===== src/rtl/requantize_unit.sv =====
// requantize_unit: fetches per-layer multiplier/shift from the scale ROM at
// layer start, then streams signed accumulators through a 3-stage
// fixed-point requantize pipeline (saturating left shift, rounding doubling
// high multiply, rounding divide by power of two) into clamped activations.
module requantize_unit #(
  parameter int NUM_LAYERS  = 6,
  parameter int MULT_WIDTH  = 32,
  parameter int SHIFT_WIDTH = 6,
  parameter int ACC_WIDTH   = 32,
  parameter int OUT_WIDTH   = 8,
  localparam int IDX_W      = (NUM_LAYERS > 1) ? $clog2(NUM_LAYERS) : 1
) (
  input  logic                          clk,
  input  logic                          reset,
  input  logic                          layer_start,
  input  logic [IDX_W-1:0]              layer_idx,
  input  logic signed [OUT_WIDTH-1:0]   out_zero_point,
  output logic                          cfg_err,
  output logic                          params_ready,
  output logic                          rom_valid,
  output logic [IDX_W-1:0]              rom_layer_idx,
  input  logic signed [MULT_WIDTH-1:0]  rom_mult,
  input  logic signed [SHIFT_WIDTH-1:0] rom_shift,
  input  logic                          in_valid,
  output logic                          in_ready,
  input  logic signed [ACC_WIDTH-1:0]   in_acc,
  output logic                          out_valid,
  input  logic                          out_ready,
  output logic signed [OUT_WIDTH-1:0]   out_data
);

  localparam int STAGES = 3;
  localparam int XW     = 2 * ACC_WIDTH;          // left-shift headroom
  localparam int PW     = ACC_WIDTH + MULT_WIDTH; // full product width
  localparam int FB     = MULT_WIDTH - 1;         // fraction bits of mult
  localparam int RS_MAX = ACC_WIDTH - 1;

  localparam logic signed [ACC_WIDTH-1:0]  ACC_MAX   = {1'b0, {(ACC_WIDTH-1){1'b1}}};
  localparam logic signed [ACC_WIDTH-1:0]  ACC_MIN   = {1'b1, {(ACC_WIDTH-1){1'b0}}};
  localparam logic signed [MULT_WIDTH-1:0] MULT_MIN  = {1'b1, {(MULT_WIDTH-1){1'b0}}};
  localparam logic signed [XW-1:0]         X_MAX     = XW'(ACC_MAX);
  localparam logic signed [XW-1:0]         X_MIN     = XW'(ACC_MIN);
  localparam logic signed [PW-1:0]         NUDGE_POS = PW'(1) <<< (FB - 1);
  localparam logic signed [PW-1:0]         NUDGE_NEG = PW'(1) - NUDGE_POS;
  localparam logic signed [PW-1:0]         TRUNC_B   = (PW'(1) <<< FB) - PW'(1);
  localparam logic signed [ACC_WIDTH:0]    O_MAX     = (ACC_WIDTH+1)'((2 ** (OUT_WIDTH-1)) - 1);
  localparam logic signed [ACC_WIDTH:0]    O_MIN     = (ACC_WIDTH+1)'(-(2 ** (OUT_WIDTH-1)));

  localparam logic [2:0] S_IDLE  = 3'd0;
  localparam logic [2:0] S_FETCH = 3'd1;
  localparam logic [2:0] S_CAPT  = 3'd2;
  localparam logic [2:0] S_RUN   = 3'd3;
  localparam logic [2:0] S_DRAIN = 3'd4;

  logic [2:0]                    state_q, state_d;
  logic                          req;
  logic                          idx_ok;
  logic                          cfg_err_q;
  logic [IDX_W-1:0]              idx_q;
  logic signed [OUT_WIDTH-1:0]   zp_pend_q;
  logic signed [MULT_WIDTH-1:0]  mult_q;
  logic signed [SHIFT_WIDTH-1:0] shift_q;
  logic signed [OUT_WIDTH-1:0]   zp_q;

  logic [STAGES:1]               vld_pipe_q;
  logic                          stall;
  logic                          in_fire;

  logic signed [ACC_WIDTH-1:0]   x_q, x_d;
  logic signed [ACC_WIDTH-1:0]   y_q, y_d;
  logic signed [OUT_WIDTH-1:0]   o_q, o_d;

  int                            ls, rs;
  logic signed [XW-1:0]          acc_ext, acc_shl;
  logic signed [PW-1:0]          prod, rsum, radj, rq;
  logic [ACC_WIDTH-1:0]          mask, rem, thr;
  logic signed [ACC_WIDTH-1:0]   ysh, z;
  logic signed [ACC_WIDTH:0]     zsum;

  assign idx_ok  = (int'(layer_idx) < NUM_LAYERS);
  assign stall   = vld_pipe_q[STAGES] & ~out_ready;
  assign in_fire = in_valid & in_ready;

  assign cfg_err       = cfg_err_q;
  assign params_ready  = (state_q == S_RUN);
  assign rom_valid     = (state_q == S_FETCH);
  assign rom_layer_idx = idx_q;
  assign in_ready      = (state_q == S_RUN) & ~stall;
  assign out_valid     = vld_pipe_q[STAGES];
  assign out_data      = o_q;

  // Layer-load sequencing; a reload from RUN waits for the pipe to empty so
  // in-flight beats finish with the parameters they entered with.
  always_comb begin
    state_d = state_q;
    req     = 1'b0;
    case (state_q)
      S_IDLE:  if (layer_start && idx_ok) begin state_d = S_FETCH; req = 1'b1; end
      S_FETCH: state_d = S_CAPT;
      S_CAPT:  state_d = S_RUN;
      S_RUN:   if (layer_start && idx_ok) begin state_d = S_DRAIN; req = 1'b1; end
      S_DRAIN: if (vld_pipe_q == '0) state_d = S_FETCH;
      default: state_d = S_IDLE;
    endcase
  end

  // Control state, request latching and parameter capture from the ROM.
  always_ff @(posedge clk) begin
    if (reset) begin
      state_q   <= S_IDLE;
      cfg_err_q <= 1'b0;
      idx_q     <= '0;
      zp_pend_q <= '0;
      mult_q    <= '0;
      shift_q   <= '0;
      zp_q      <= '0;
    end else begin
      state_q   <= state_d;
      cfg_err_q <= layer_start & ~idx_ok;
      if (req) begin
        idx_q     <= layer_idx;
        zp_pend_q <= out_zero_point;
      end
      // zp only becomes active here, so draining beats keep the old one
      if (state_q == S_CAPT) begin
        mult_q  <= rom_mult;
        shift_q <= rom_shift;
        zp_q    <= zp_pend_q;
      end
    end
  end

  // Split the signed shift into left/right amounts; right shift capped.
  always_comb begin
    ls = 0;
    rs = 0;
    if (shift_q > 0) ls = int'(shift_q);
    if (shift_q < 0) rs = -int'(shift_q);
    if (rs > RS_MAX) rs = RS_MAX;
  end

  // S1: saturating left shift, computed wide so overflow is visible.
  always_comb begin
    acc_ext = XW'(in_acc);
    acc_shl = acc_ext <<< ls;
    if (acc_shl > X_MAX)      x_d = ACC_MAX;
    else if (acc_shl < X_MIN) x_d = ACC_MIN;
    else                      x_d = acc_shl[ACC_WIDTH-1:0];
  end

  // S2: rounding doubling high multiply; the division truncates toward zero,
  // so negative sums get a bias before the arithmetic shift.
  always_comb begin
    prod = PW'(x_q) * PW'(mult_q);
    rsum = prod + (prod[PW-1] ? NUDGE_NEG : NUDGE_POS);
    radj = rsum[PW-1] ? (rsum + TRUNC_B) : rsum;
    rq   = radj >>> FB;
    if (x_q == ACC_MIN && mult_q == MULT_MIN) y_d = ACC_MAX;
    else                                      y_d = rq[ACC_WIDTH-1:0];
  end

  // S3: rounding right shift (half away from zero), zero point, clamp.
  always_comb begin
    mask = (ACC_WIDTH'(1) << rs) - ACC_WIDTH'(1);
    rem  = y_q & mask;
    thr  = (mask >> 1) + {{(ACC_WIDTH-1){1'b0}}, y_q[ACC_WIDTH-1]};
    ysh  = y_q >>> rs;
    z    = ysh + $signed({{(ACC_WIDTH-1){1'b0}}, (rem > thr)});
    zsum = (ACC_WIDTH+1)'(z) + (ACC_WIDTH+1)'(zp_q);
    if (zsum > O_MAX)      o_d = O_MAX[OUT_WIDTH-1:0];
    else if (zsum < O_MIN) o_d = O_MIN[OUT_WIDTH-1:0];
    else                   o_d = zsum[OUT_WIDTH-1:0];
  end

  // Datapath pipe: every stage freezes together on output backpressure.
  always_ff @(posedge clk) begin
    if (reset) begin
      vld_pipe_q <= '0;
      x_q        <= '0;
      y_q        <= '0;
      o_q        <= '0;
    end else if (!stall) begin
      vld_pipe_q <= {vld_pipe_q[STAGES-1:1], in_fire};
      x_q        <= x_d;
      y_q        <= y_d;
      o_q        <= o_d;
    end
  end

endmodule


===== config.mk =====
export PLATFORM = sky130hd
export DESIGN_NAME = requantize_unit
export DESIGN_NICKNAME = d
export VERILOG_FILES = /design/src/rtl/requantize_unit.sv
export SDC_FILE = /design/constraint.sdc
export NUM_CORES = 2
export LEC_CHECK = 0
export BUFFER_PORTS_ARGS = -buffer_cell sky130_fd_sc_hd__buf_2
export CORE_UTILIZATION = 40
export DETAILED_ROUTE_END_ITERATION = 16
export PLACE_DENSITY_LB_ADDON = 0.3
export SYNTH_ARGS = -nofsm -noshare
export SYNTH_HDL_FRONTEND = slang
export SYNTH_SLANG_ARGS = --single-unit

===== constraint.sdc =====
create_clock -name clk -period 19.31 [get_ports clk]
set_input_delay 3.862 -clock clk [delete_from_list [all_inputs] [get_ports clk]]
set_output_delay 3.862 -clock clk [all_outputs]
set_load 0.05 [all_outputs]

==> impl_metrics.toml <==
[run_status]
run_status = "finished clean"

[timing]
setup_ws_ns = 3.17
hold_slack_ns = 0.450
setup_viol = 0
maxSlewViolCount = 0
min_period_ns = 16.14
fin_setup_tns_ns = 0
period_share_pct = 83.6
skew_ns = 0.0298
hold_viol = 0
grt_setup_unrepaired = "no"
max_freq_ghz = 0.0620
max_slew_margin_pct = 18.7
worstMarginPinSlew_ns = 1.22

[routing]
drc_errors = 0
vias_per_cell = 5.38
drtIter0Drc = 3476
ant_nets = 0
wirelength_mm = 157
vias = 43000
wire_per_inst_um = 19.7
drt_pass1_iterations = 6

[logic_synthesis]
synth_area_leaders = "fa_1, inv_1, nand2_1"
synth-seq-cells = 136
yosys.area.top_type = "fa_1"
syn_inst = 6411
ys_seq_area_share_pct = 5.19
avgSynthCellArea_um2 = 8.18
synth_area_mm2 = 0.0525
synth_nets = 7868
synth_top_area_share_pct = 41.3
yosysWarnings = 0
async_flop_share_pct = 0
synth_edf_count = 0
synth-main-ff-cell = "dfxtp_1"
synth.distinct_cells = 91

[finish]
layout-drive-gt1-share_pct = 4.61
finalNetCount = 7690
final_cells = 7989
area_delta_synth_final_pct = 4.82
finish.utilization_pct = 42.4

[clocking]
h-tree-depth = 4
cts_tree = "yes"
cts.hold.buffers_added = 0
clockBufferDepth = 2
clk_pin_slew_ns = 0.08
clock_latency_ns = 0.51
cts-root-buf = "clkbuf_16"
post_cts_resized = 0
cts_setup_buffers = 0
cts_num_sinks = 136
cts_buffers = 17

[global_route]
grt_max_degree = 74
grt_pass1_vias = 44500
antenna_found_initial = 3
track_usage_pct = 24.4
grt_overflow = 0
grt_first_pass_wirelength_mm = 252

[floorplan]
core_region_area_mm2 = 0.130
die-area_mm2 = 0.133
ios = 102
std_cell_rows = 132
dieHeight_um = 364
start_util_pct = 40.4
die_x_um = 364

[critical_path]
path_max_fanout = 33
crit_slowest_cell = "dfxtp_1"
slowest_delay_ns = 0.79
crit_path_end_kind = "register"
crit_arrival_ns = 16.53
crit_required_ns = 19.70
start_kind = "register"
critPathKind = "register to register"

[placement]
place_congestion = 0.932
dpl.cell_count = 7956
dp_hpwl_mm = 120
pre_cts_slack_ns = 3.28
io_buffers = 101

[flow_run]
cap_violations = 0

[hold_path]
hold_class = "register to register"

[pwr]
p_leak_nw = 25.2
ir_worst_vdd_uv = 97.7
p_per_area_mw_per_mm2 = 78.6
## registers in the layout, summed over array words and instances, names as in the netlist
register       flops
shift_q            6
out_data           8
state_q            3
mult_q            32
vld_pipe_q         3
zp_pend_q          8
zp_q               8
cfg_err            1
rom_layer_idx      3
y_q               32
x_q               32
## cell type report
cell class	count	area, µm²
Fill cell	13200	74800
Multi-Input combinational cell	4693	43800
Inverter	1190	4470
Sequential cell	136	2730
Tap cell	1742	2180
Timing Repair Buffer	195	1210
Clock buffer	18	439
Clock inverter	14	130
Antenna cell	1	2.50
## per-layer routing
metal / global-route usage, % / wire length, µm / vias to the layer above
met3: 3.88 / 12700 / 257
li1: - / - / 19400
met5: 0 / 0 / -
met2: 39.4 / 71800 / 1576
met4: 6.38 / 4220 / 0
met1: 33.9 / 68500 / 21700
## layout by cell type (no fill, tap or decap), drive strengths merged, types with 35 or more instances in the layout
cell type  instances
xor2              74
mux2i            159
nand3             81
nor2             288
nor3              87
nand2           1130
fa              1083
dfxtp            136
buf              195
nor2b             53
a21oi            274
ha               288
nand2b            72
nor4              41
xnor2            133
inv             1198
nand4             48
a211oi            61
and3              35
o21ai            146
and2             273
a21o              65
## through the flow
step / power (mW) / area (µm²)
after floorplan: 3.06 / 52500
after global placement: 3.90 / 54400
after detailed placement: 3.94 / 54400
after CTS: 4.31 / 55000
after global routing: 4.75 / 55000
final: 4.32 / 55000
## worst max-delay path, delay by kind of cell, from the launching register on
family / cells / cell delay [ns]
simple gates: 14 / 4.05
fa+ha+maj: 10 / 4.58
flops: 1 / 0.79
compound gates: 19 / 5.15
xor+xnor: 2 / 0.29
buf+inv: 9 / 1.11
## final timing paths
path	slack [ns]	end	from	cells past startpoint
max	3.17	y_q[27]	mult_q[4]	54
min	0.45	zp_q[5]	zp_pend_q[5]	2
max reg2reg	3.17	y_q[27]	mult_q[4]	54
min reg2reg	0.45	zp_q[5]	zp_pend_q[5]	2
## cells by family after synthesis
family,after synthesis,synth area share [%]
simple gates,2194,19.4
buf+inv,1582,11.3
fa+ha+maj,1371,48.2
compound gates,746,8.87
xor+xnor,209,3.54
mux,171,3.42
flops,136,5.19
other cells,2,0.0143
## where the power goes
| group | internal, mW | switching (mW) |
|---|---|---|
| clock | 0.173 | 0.174 |
| combinational | 1.37 | 2.20 |
| sequential | 0.333 | 0.0719 |
| total | 1.88 | 2.45 |
## synth_stat cells, types with 12 or more instances
cell         n
nand4_1     47
mux2i_1    159
o22ai_1     14
or3_1       19
o21bai_1    21
nor2b_1     53
nand2_1   1130
nor2_1     287
nand2b_1    72
a21boi_0    12
o21ai_0    137
a21oi_1    274
a211oi_1    60
clkbuf_1   373
and2_1     271
inv_1     1190
nor4_1      38
dfxtp_1    136
a21o_1      65
fa_1      1083
xnor2_1    133
buf_1       13
ha_1       288
a31oi_1     24
o21a_1      21
and3_1      35
a311oi_1    12
nand3_1     81
xor2_1      74
nor3_1      85
Power figures use the tool's default switching activity.
